File: src/rtl/branch_resolve_unit_if.sv
// Request/result bundle for the branch resolve unit: request handshake in, resolved outcome out,
// plus the running event counters.
interface branch_resolve_unit_if #(
   parameter int XLEN  = 32,
   parameter int TAG_W = 4
);
   logic             in_valid;
   logic             in_ready;
   logic [1:0]       in_kind;
   logic [2:0]       in_op;
   logic [XLEN-1:0]  in_rs1;
   logic [XLEN-1:0]  in_rs2;
   logic [XLEN-1:0]  in_pc;
   logic [XLEN-1:0]  in_imm;
   logic [XLEN-1:0]  in_pred_target;
   logic             in_pred_taken;
   logic [TAG_W-1:0] in_tag;

   logic             out_valid;
   logic             out_ready;
   logic [TAG_W-1:0] out_tag;
   logic             out_taken;
   logic             out_mispredict;
   logic             out_illegal;
   logic [XLEN-1:0]  out_target;
   logic [XLEN-1:0]  out_link;

   logic [31:0]      stat_resolved;
   logic [31:0]      stat_mispredict;

   modport slave (
      input  in_valid, in_kind, in_op, in_rs1, in_rs2, in_pc, in_imm, in_pred_target,
             in_pred_taken, in_tag, out_ready,
      output in_ready, out_valid, out_tag, out_taken, out_mispredict, out_illegal,
             out_target, out_link, stat_resolved, stat_mispredict
   );

   modport master (
      output in_valid, in_kind, in_op, in_rs1, in_rs2, in_pc, in_imm, in_pred_target,
             in_pred_taken, in_tag, out_ready,
      input  in_ready, out_valid, out_tag, out_taken, out_mispredict, out_illegal,
             out_target, out_link, stat_resolved, stat_mispredict
   );
endinterface

File: src/rtl/branch_resolve_unit.sv
// Branch/jump resolver: DEPTH-entry request FIFO feeding a combinational resolver whose
// outcome is captured in a single result register with valid/ready output.
module branch_resolve_unit #(
   parameter int XLEN  = 32,
   parameter int TAG_W = 4,
   parameter int DEPTH = 4
) (
   input logic                 clk,
   input logic                 rst,
   input logic                 flush,
   branch_resolve_unit_if.slave bus
);
   localparam int PW = $clog2(DEPTH);
   localparam int CW = PW + 1;
   localparam logic [CW-1:0] FULL = CW'(DEPTH);

   typedef struct packed {
      logic [1:0]       kind;
      logic [2:0]       op;
      logic [XLEN-1:0]  rs1;
      logic [XLEN-1:0]  rs2;
      logic [XLEN-1:0]  pc;
      logic [XLEN-1:0]  imm;
      logic [XLEN-1:0]  pred_target;
      logic             pred_taken;
      logic [TAG_W-1:0] tag;
   } req_t;

   req_t             mem [DEPTH];
   req_t             wr_req;
   req_t             head_p0;
   logic [PW-1:0]    wr_ptr;
   logic [PW-1:0]    rd_ptr;
   logic [CW-1:0]    count;
   logic             push;
   logic             pop;

   logic             taken_p0;
   logic             illegal_p0;
   logic             mispredict_p0;
   logic [XLEN-1:0]  seq_p0;
   logic [XLEN-1:0]  jalr_sum_p0;
   logic [XLEN-1:0]  target_p0;

   logic             vld_p1;
   logic             hs_p1;
   logic [TAG_W-1:0] tag_p1;
   logic             taken_p1;
   logic             mispredict_p1;
   logic             illegal_p1;
   logic [XLEN-1:0]  target_p1;
   logic [XLEN-1:0]  link_p1;
   logic [31:0]      resolved_cnt;
   logic [31:0]      mispredict_cnt;

   function automatic logic cond_taken(input logic [2:0] op, input logic [XLEN-1:0] a,
                                       input logic [XLEN-1:0] b);
      logic signed [XLEN-1:0] sa;
      logic signed [XLEN-1:0] sb;
      sa = a;
      sb = b;
      cond_taken = 1'b0;
      case (op)
         3'b000:  cond_taken = (a == b);
         3'b001:  cond_taken = (a != b);
         3'b100:  cond_taken = (sa < sb);
         3'b101:  cond_taken = (sa >= sb);
         3'b110:  cond_taken = (a < b);
         3'b111:  cond_taken = (a >= b);
         default: cond_taken = 1'b0;
      endcase
   endfunction

   assign wr_req = '{kind: bus.in_kind, op: bus.in_op, rs1: bus.in_rs1, rs2: bus.in_rs2,
                     pc: bus.in_pc, imm: bus.in_imm, pred_target: bus.in_pred_target,
                     pred_taken: bus.in_pred_taken, tag: bus.in_tag};

   // No bypass: a full FIFO refuses input even if the head is leaving this cycle.
   assign bus.in_ready = (count != FULL);
   assign push         = bus.in_valid && bus.in_ready && !flush;
   assign hs_p1        = vld_p1 && bus.out_ready;
   assign pop          = (count != '0) && (!vld_p1 || bus.out_ready);
   assign head_p0      = mem[rd_ptr];

   always_ff @(posedge clk) begin
      if (push) mem[wr_ptr] <= wr_req;
   end

   // Stage p0: resolve the FIFO head combinationally
   always_comb begin
      taken_p0    = 1'b0;
      illegal_p0  = 1'b0;
      seq_p0      = head_p0.pc + XLEN'(4);
      jalr_sum_p0 = head_p0.rs1 + head_p0.imm;
      target_p0   = seq_p0;
      case (head_p0.kind)
         2'b00: begin
            if (head_p0.op[2:1] == 2'b01) begin
               illegal_p0 = 1'b1;
            end else begin
               taken_p0 = cond_taken(head_p0.op, head_p0.rs1, head_p0.rs2);
               if (taken_p0) target_p0 = head_p0.pc + head_p0.imm;
            end
         end
         2'b01: begin
            taken_p0  = 1'b1;
            target_p0 = head_p0.pc + head_p0.imm;
         end
         2'b10: begin
            taken_p0  = 1'b1;
            target_p0 = {jalr_sum_p0[XLEN-1:1], 1'b0};
         end
         default: illegal_p0 = 1'b1;
      endcase
      mispredict_p0 = !illegal_p0 &&
                      ((taken_p0 != head_p0.pred_taken) ||
                       (taken_p0 && (target_p0 != head_p0.pred_target)));
   end

   always_ff @(posedge clk) begin
      if (rst || flush) begin
         wr_ptr <= '0;
         rd_ptr <= '0;
         count  <= '0;
         vld_p1 <= 1'b0;
      end else begin
         if (push) wr_ptr <= wr_ptr + PW'(1);
         if (pop)  rd_ptr <= rd_ptr + PW'(1);
         case ({push, pop})
            2'b10:   count <= count + CW'(1);
            2'b01:   count <= count - CW'(1);
            default: count <= count;
         endcase
         if (pop)        vld_p1 <= 1'b1;
         else if (hs_p1) vld_p1 <= 1'b0;
      end
   end

   // Stage p1: result register, only reloaded when empty or draining
   always_ff @(posedge clk) begin
      if (rst) begin
         tag_p1        <= '0;
         taken_p1      <= 1'b0;
         mispredict_p1 <= 1'b0;
         illegal_p1    <= 1'b0;
         target_p1     <= '0;
         link_p1       <= '0;
      end else if (pop) begin
         tag_p1        <= head_p0.tag;
         taken_p1      <= taken_p0;
         mispredict_p1 <= mispredict_p0;
         illegal_p1    <= illegal_p0;
         target_p1     <= target_p0;
         link_p1       <= seq_p0;
      end
   end

   // Counters see only reset; flush leaves them alone.
   always_ff @(posedge clk) begin
      if (rst) begin
         resolved_cnt   <= '0;
         mispredict_cnt <= '0;
      end else if (hs_p1) begin
         resolved_cnt <= resolved_cnt + 32'd1;
         if (mispredict_p1) mispredict_cnt <= mispredict_cnt + 32'd1;
      end
   end

   assign bus.out_valid       = vld_p1;
   assign bus.out_tag         = tag_p1;
   assign bus.out_taken       = taken_p1;
   assign bus.out_mispredict  = mispredict_p1;
   assign bus.out_illegal     = illegal_p1;
   assign bus.out_target      = target_p1;
   assign bus.out_link        = link_p1;
   assign bus.stat_resolved   = resolved_cnt;
   assign bus.stat_mispredict = mispredict_cnt;
endmodule
File: src/flat_wrapper.sv
// flat-port wrapper written by rule: the top's interface ports become plain ports
module branch_resolve_unit_flat 
#(
   parameter int XLEN  = 32,
   parameter int TAG_W = 4,
   parameter int DEPTH = 4
)
  (clk, rst, flush, bus_in_valid, bus_in_kind, bus_in_op, bus_in_rs1, bus_in_rs2, bus_in_pc, bus_in_imm, bus_in_pred_target, bus_in_pred_taken, bus_in_tag, bus_out_ready, bus_in_ready, bus_out_valid, bus_out_tag, bus_out_taken, bus_out_mispredict, bus_out_illegal, bus_out_target, bus_out_link, bus_stat_resolved, bus_stat_mispredict);
  branch_resolve_unit_if #(.XLEN(XLEN), .TAG_W(TAG_W)) bus_i ();
  input logic clk;
  input logic rst;
  input logic flush;
  input wire logic [$bits(bus_i.in_valid)-1:0] bus_in_valid;
  input wire logic [$bits(bus_i.in_kind)-1:0] bus_in_kind;
  input wire logic [$bits(bus_i.in_op)-1:0] bus_in_op;
  input wire logic [$bits(bus_i.in_rs1)-1:0] bus_in_rs1;
  input wire logic [$bits(bus_i.in_rs2)-1:0] bus_in_rs2;
  input wire logic [$bits(bus_i.in_pc)-1:0] bus_in_pc;
  input wire logic [$bits(bus_i.in_imm)-1:0] bus_in_imm;
  input wire logic [$bits(bus_i.in_pred_target)-1:0] bus_in_pred_target;
  input wire logic [$bits(bus_i.in_pred_taken)-1:0] bus_in_pred_taken;
  input wire logic [$bits(bus_i.in_tag)-1:0] bus_in_tag;
  input wire logic [$bits(bus_i.out_ready)-1:0] bus_out_ready;
  output wire logic [$bits(bus_i.in_ready)-1:0] bus_in_ready;
  output wire logic [$bits(bus_i.out_valid)-1:0] bus_out_valid;
  output wire logic [$bits(bus_i.out_tag)-1:0] bus_out_tag;
  output wire logic [$bits(bus_i.out_taken)-1:0] bus_out_taken;
  output wire logic [$bits(bus_i.out_mispredict)-1:0] bus_out_mispredict;
  output wire logic [$bits(bus_i.out_illegal)-1:0] bus_out_illegal;
  output wire logic [$bits(bus_i.out_target)-1:0] bus_out_target;
  output wire logic [$bits(bus_i.out_link)-1:0] bus_out_link;
  output wire logic [$bits(bus_i.stat_resolved)-1:0] bus_stat_resolved;
  output wire logic [$bits(bus_i.stat_mispredict)-1:0] bus_stat_mispredict;
  assign bus_i.in_valid = bus_in_valid;
  assign bus_i.in_kind = bus_in_kind;
  assign bus_i.in_op = bus_in_op;
  assign bus_i.in_rs1 = bus_in_rs1;
  assign bus_i.in_rs2 = bus_in_rs2;
  assign bus_i.in_pc = bus_in_pc;
  assign bus_i.in_imm = bus_in_imm;
  assign bus_i.in_pred_target = bus_in_pred_target;
  assign bus_i.in_pred_taken = bus_in_pred_taken;
  assign bus_i.in_tag = bus_in_tag;
  assign bus_i.out_ready = bus_out_ready;
  assign bus_in_ready = bus_i.in_ready;
  assign bus_out_valid = bus_i.out_valid;
  assign bus_out_tag = bus_i.out_tag;
  assign bus_out_taken = bus_i.out_taken;
  assign bus_out_mispredict = bus_i.out_mispredict;
  assign bus_out_illegal = bus_i.out_illegal;
  assign bus_out_target = bus_i.out_target;
  assign bus_out_link = bus_i.out_link;
  assign bus_stat_resolved = bus_i.stat_resolved;
  assign bus_stat_mispredict = bus_i.stat_mispredict;
  branch_resolve_unit #(.XLEN(XLEN), .TAG_W(TAG_W), .DEPTH(DEPTH)) u_core (.clk(clk), .rst(rst), .flush(flush), .bus(bus_i));
endmodule
File: config.mk
export PLATFORM = sky130hd
export DESIGN_NAME = branch_resolve_unit_flat
export DESIGN_NICKNAME = d
export VERILOG_FILES = /design/src/rtl/branch_resolve_unit_if.sv /design/src/rtl/branch_resolve_unit.sv /design/src/flat_wrapper.sv
export SDC_FILE = /design/constraint.sdc
export NUM_CORES = 1
export LEC_CHECK = 0
export ABC_AREA = 1
export BUFFER_PORTS_ARGS = -buffer_cell sky130_fd_sc_hd__buf_4
export CORE_MARGIN = 2
export CORE_UTILIZATION = 54
export CTS_CLUSTER_DIAMETER = 40
export CTS_CLUSTER_SIZE = 40
export DETAILED_ROUTE_END_ITERATION = 8
export PLACE_DENSITY = 0.78
export SLEW_MARGIN = 20
export SYNTH_ARGS = -nofsm -noshare
export SYNTH_HDL_FRONTEND = slang
export SYNTH_SLANG_ARGS = --single-unit
File: constraint.sdc
create_clock -name clk -period 9.7 [get_ports clk]
set_input_delay 1.455 -clock clk [delete_from_list [all_inputs] [get_ports clk]]
set_output_delay 1.455 -clock clk [all_outputs]
set_load 0.01 [all_outputs]
==> impl_results.md <==
- Utilization after layout: 64.00%
- Post-synthesis sequential area ratio: 60.66%
- RePlAce Congestion: 1.013
- Switching portion of total power: 29.62%
- Worst-margin pin slew: 1.077 ns
- Clock period minus worst slack: 6.809 ns
- Initial DRT Pass Iterations: 6
- I/O Pins: 312
- DRT Wirelength: 109.6 mm
- Remaining antenna violation count: 0
- Initial antenna violation count: 1
- Max Clock Skew: 0.02926 ns
- Via count: 30007
- Floorplan core area: 0.07027 mm^2
- Net Sw Power: 0.002844 W
- CTS tree: built
- Via density per instance: 5.837
- Logic pwr share: 18.8%
- Die ar.: 0.07335 mm^2
- Worst setup margin: 2.891 ns
- Pre-CTS setup slack: 3.213 ns
- TNS Setup: 0 ns
- Largest family of logic cells by synthesized area: simple AND/OR/NAND/NOR gates
- Mapped Nets: 4119
- Power density over cell area: 213.5 mW/mm^2
- Initial core utilization: 54.72%
- Vias in the first global route: 28272
- #FFs+latches synth: 825
- Clk_lat worst skew: 0.67 ns
- Peak supply drop: 0.1771 mV
- Worst Setup Start Kind: flip-flop
- Clk network pwr share: 39.2%
- Unique masters post-synth: 67
- Residual DRC: 0
- Class of the worst hold path: reg2reg
- Fmax: 146.9 MHz
- Synth Area per Inst: 10.02 um^2
- XOR/XNOR Fraction of Synth Area: 1.139%
- Fin. Hold Viols: 0
- DRT iter0 DRCs: 3521
- Crit. End Element: flip-flop
- CTS buffer count: 98
- Hpwl dp: 75.50 mm
- Die Span X: 270.8 um
- Seq pwr share: 42.0%
- P_leak: 17.57 nW
- Hold_sp: u_core.rd_ptr[1]
- Synth Area in Compound Gates: 12.80%
- Design area: 0.04498 mm^2
- Final net count: 4398
- RSZ-0062 raised after global routing: false
- GRT Total Usage: 29.21%
- Post-route insts no fill: 5141
- Final period util: 70.19%
- Cts repair resizes: 0
- H-tree levels: 3
- Post-synthesis adder-cell area fraction: 3.573%
- FFs w/ async S/R, synth: 0%
- DP Area: 0.04152 mm^2
- Crit path DAT: 7.33 ns
- Antenna Cells: 0
- Clock-pin slew on the worst setup and hold paths: 0.06 ns
- Commonest cells after routing, fill and taps aside: 747 x nand2_1, 680 x edfxtp_1, 433 x nor2_1
- Row cnt: 97
- Die outline height: 270.8 um
- Largest net degree at the start of global routing: 209
- Dpl cells: 4955
- Clock sink total: 825
- Synth Area in Simple Gates: 16.84%
- Most common cell after layout, fill and taps aside: nand2_1
- Synthesis-to-finish area growth: 16.98%
- Final Max Tran Viols: 0
- Layout cells sized above 1: 14.43%
- Mux share of post-synthesis cell area: 0%
- First-pass GRT wire length: 164.2 mm
- Crit Path Category: reg2reg
- # hold bufs at CTS: 0
- Final setup fails: 0
- Warnings from Yosys: 0
- Maxcap violations: 0
- Post-CTS setup buffers: 0
- Main flop type after synthesis: edfxtp_1
- Number of synthesized flops with an enable pin: 680
- Worst-path fanout max: 208
- Wire per inst: 21.32 um
- Maximum clock path buffer count: 3
- Internal: 0.006760 W
- Slew HR: 28.17%
- I/O Buffers: 311
- Grt ovf: 0
- Status: completed
- Root Buffer: clkbuf_16
- Data required, critical path: 10.23 ns
- Post-Synthesis Cells: 3836
- Post-Syn Area: 0.03845 mm^2
## metal layers
layer | share of wire (%) | global-route usage (%)
met5 | 0 | 0
met4 | 3.3 | 10.25
met3 | 7.8 | 5.263
met2 | 49 | 49.72
met1 | 40 | 37.60
## state kept, by name, summed over array words and instances (netlist names), 3 cells and up, named ones only
name	flops
u_core.bus.out_link	32
u_core.bus.stat_mispredict	32
u_core.bus.out_target	32
u_core.bus.stat_resolved	32
u_core.bus.out_tag	4
u_core.count	3
u_core.mem	680
## Yosys cell counts (8+ instances only)
cell type  instances  area share [%]
a32oi_1           23            0.52
xor2_1            32            0.73
a31oi_1           11            0.18
inv_2              8           0.078
o211ai_1          23            0.45
a32o_1            33            0.86
o21ai_1           15            0.20
inv_1            300             2.9
nand2_2           21            0.34
xnor2_1           18            0.41
a21oi_1          265             3.4
dfxtp_1          145             7.5
buf_2             21            0.27
nand2_1          747             7.3
nor2_2            15            0.24
o21a_1            14            0.27
nor2_1           438             4.3
a21o_1             9            0.18
nor3_1            41            0.53
nand4_1           37            0.60
ha_1             105             3.4
buf_1             19            0.19
nor4_1            17            0.28
clkbuf_1         104             1.0
o21ai_0          348             4.5
o22ai_1           80             1.3
nand3b_1          17            0.33
buf_6              8            0.23
o21bai_1           8            0.16
edfxtp_1         680              53
nand3_1          152             2.0
## logic make-up after synthesis
logic type / count (synthesis)
and+or+nand+nor: 1522
AOI/OAI and AO/OA: 858
DFF: 825
buffers and inverters: 473
xor gates and xnor gates: 50
adders and majority gates: 108
## critical path, cell delays in order, from the launching register on
cell and delay, ns:
dfxtp_4 0.89, clkinv_8 0.75, buf_4 0.62, o21ai_0 0.25, o22ai_1 0.14, ha_1 0.37, nand2_1 0.09, nor2_1 0.14
nand2_1 0.10, nor2_1 0.18, nand2_1 0.12, xor2_1 0.15, nand3_1 0.35, nand3_2 0.54, nor2_1 0.61, nand2_1 0.15
nand2_1 0.12, nand2_1 0.06, nand2_1 0.07, nand2_1 0.05, nor2_1 0.20, nand4_1 0.11, nor2_1 0.12, nand2_1 0.07
nand2_1 0.06, a21oi_1 0.06
## power groups by stage
stage | Clock [W] | Combinational, W | Sequential [W]
4_1_cts | 0.00380 | 0.00176 | 0.00403
6_report | 0.00377 | 0.00181 | 0.00403
2_1_floorplan | 0 | 0.00107 | 0.00412
3_3_place_gp | 0 | 0.00174 | 0.00410
5_1_grt | 0.00395 | 0.00196 | 0.00404
3_5_place_dp | 0 | 0.00175 | 0.00410
## metrics by stage
stage	power (W)	hold WS [ns]
after floorplan	0.005190	0.4357
after global placement	0.005839	0.4462
after detailed placement	0.005856	0.4613
after CTS	0.009593	0.4718
after global routing	0.009950	0.4890
final	0.009604	0.4679
## cell type report
class	count	area, um^2
fill	5373	25290
clock buffer	118	2655
clock inverter	68	803.3
tap	940	1176
inverter	312	1189
multi-input combinational	2538	13250
timing repair buffer	340	2577
sequential	825	23330
## final timing paths
check | depth (start not counted) | slack [ns] | end
worst min-delay path | 2 | 0.47 | flip-flop
worst max register to register | 25 | 2.89 | u_core.bus.out_mispredict
worst min register to register | 2 | 0.47 | flip-flop
worst max-delay path | 25 | 2.89 | u_core.bus.out_mispredict
Note: power is estimated with default switching activity, not from simulation.
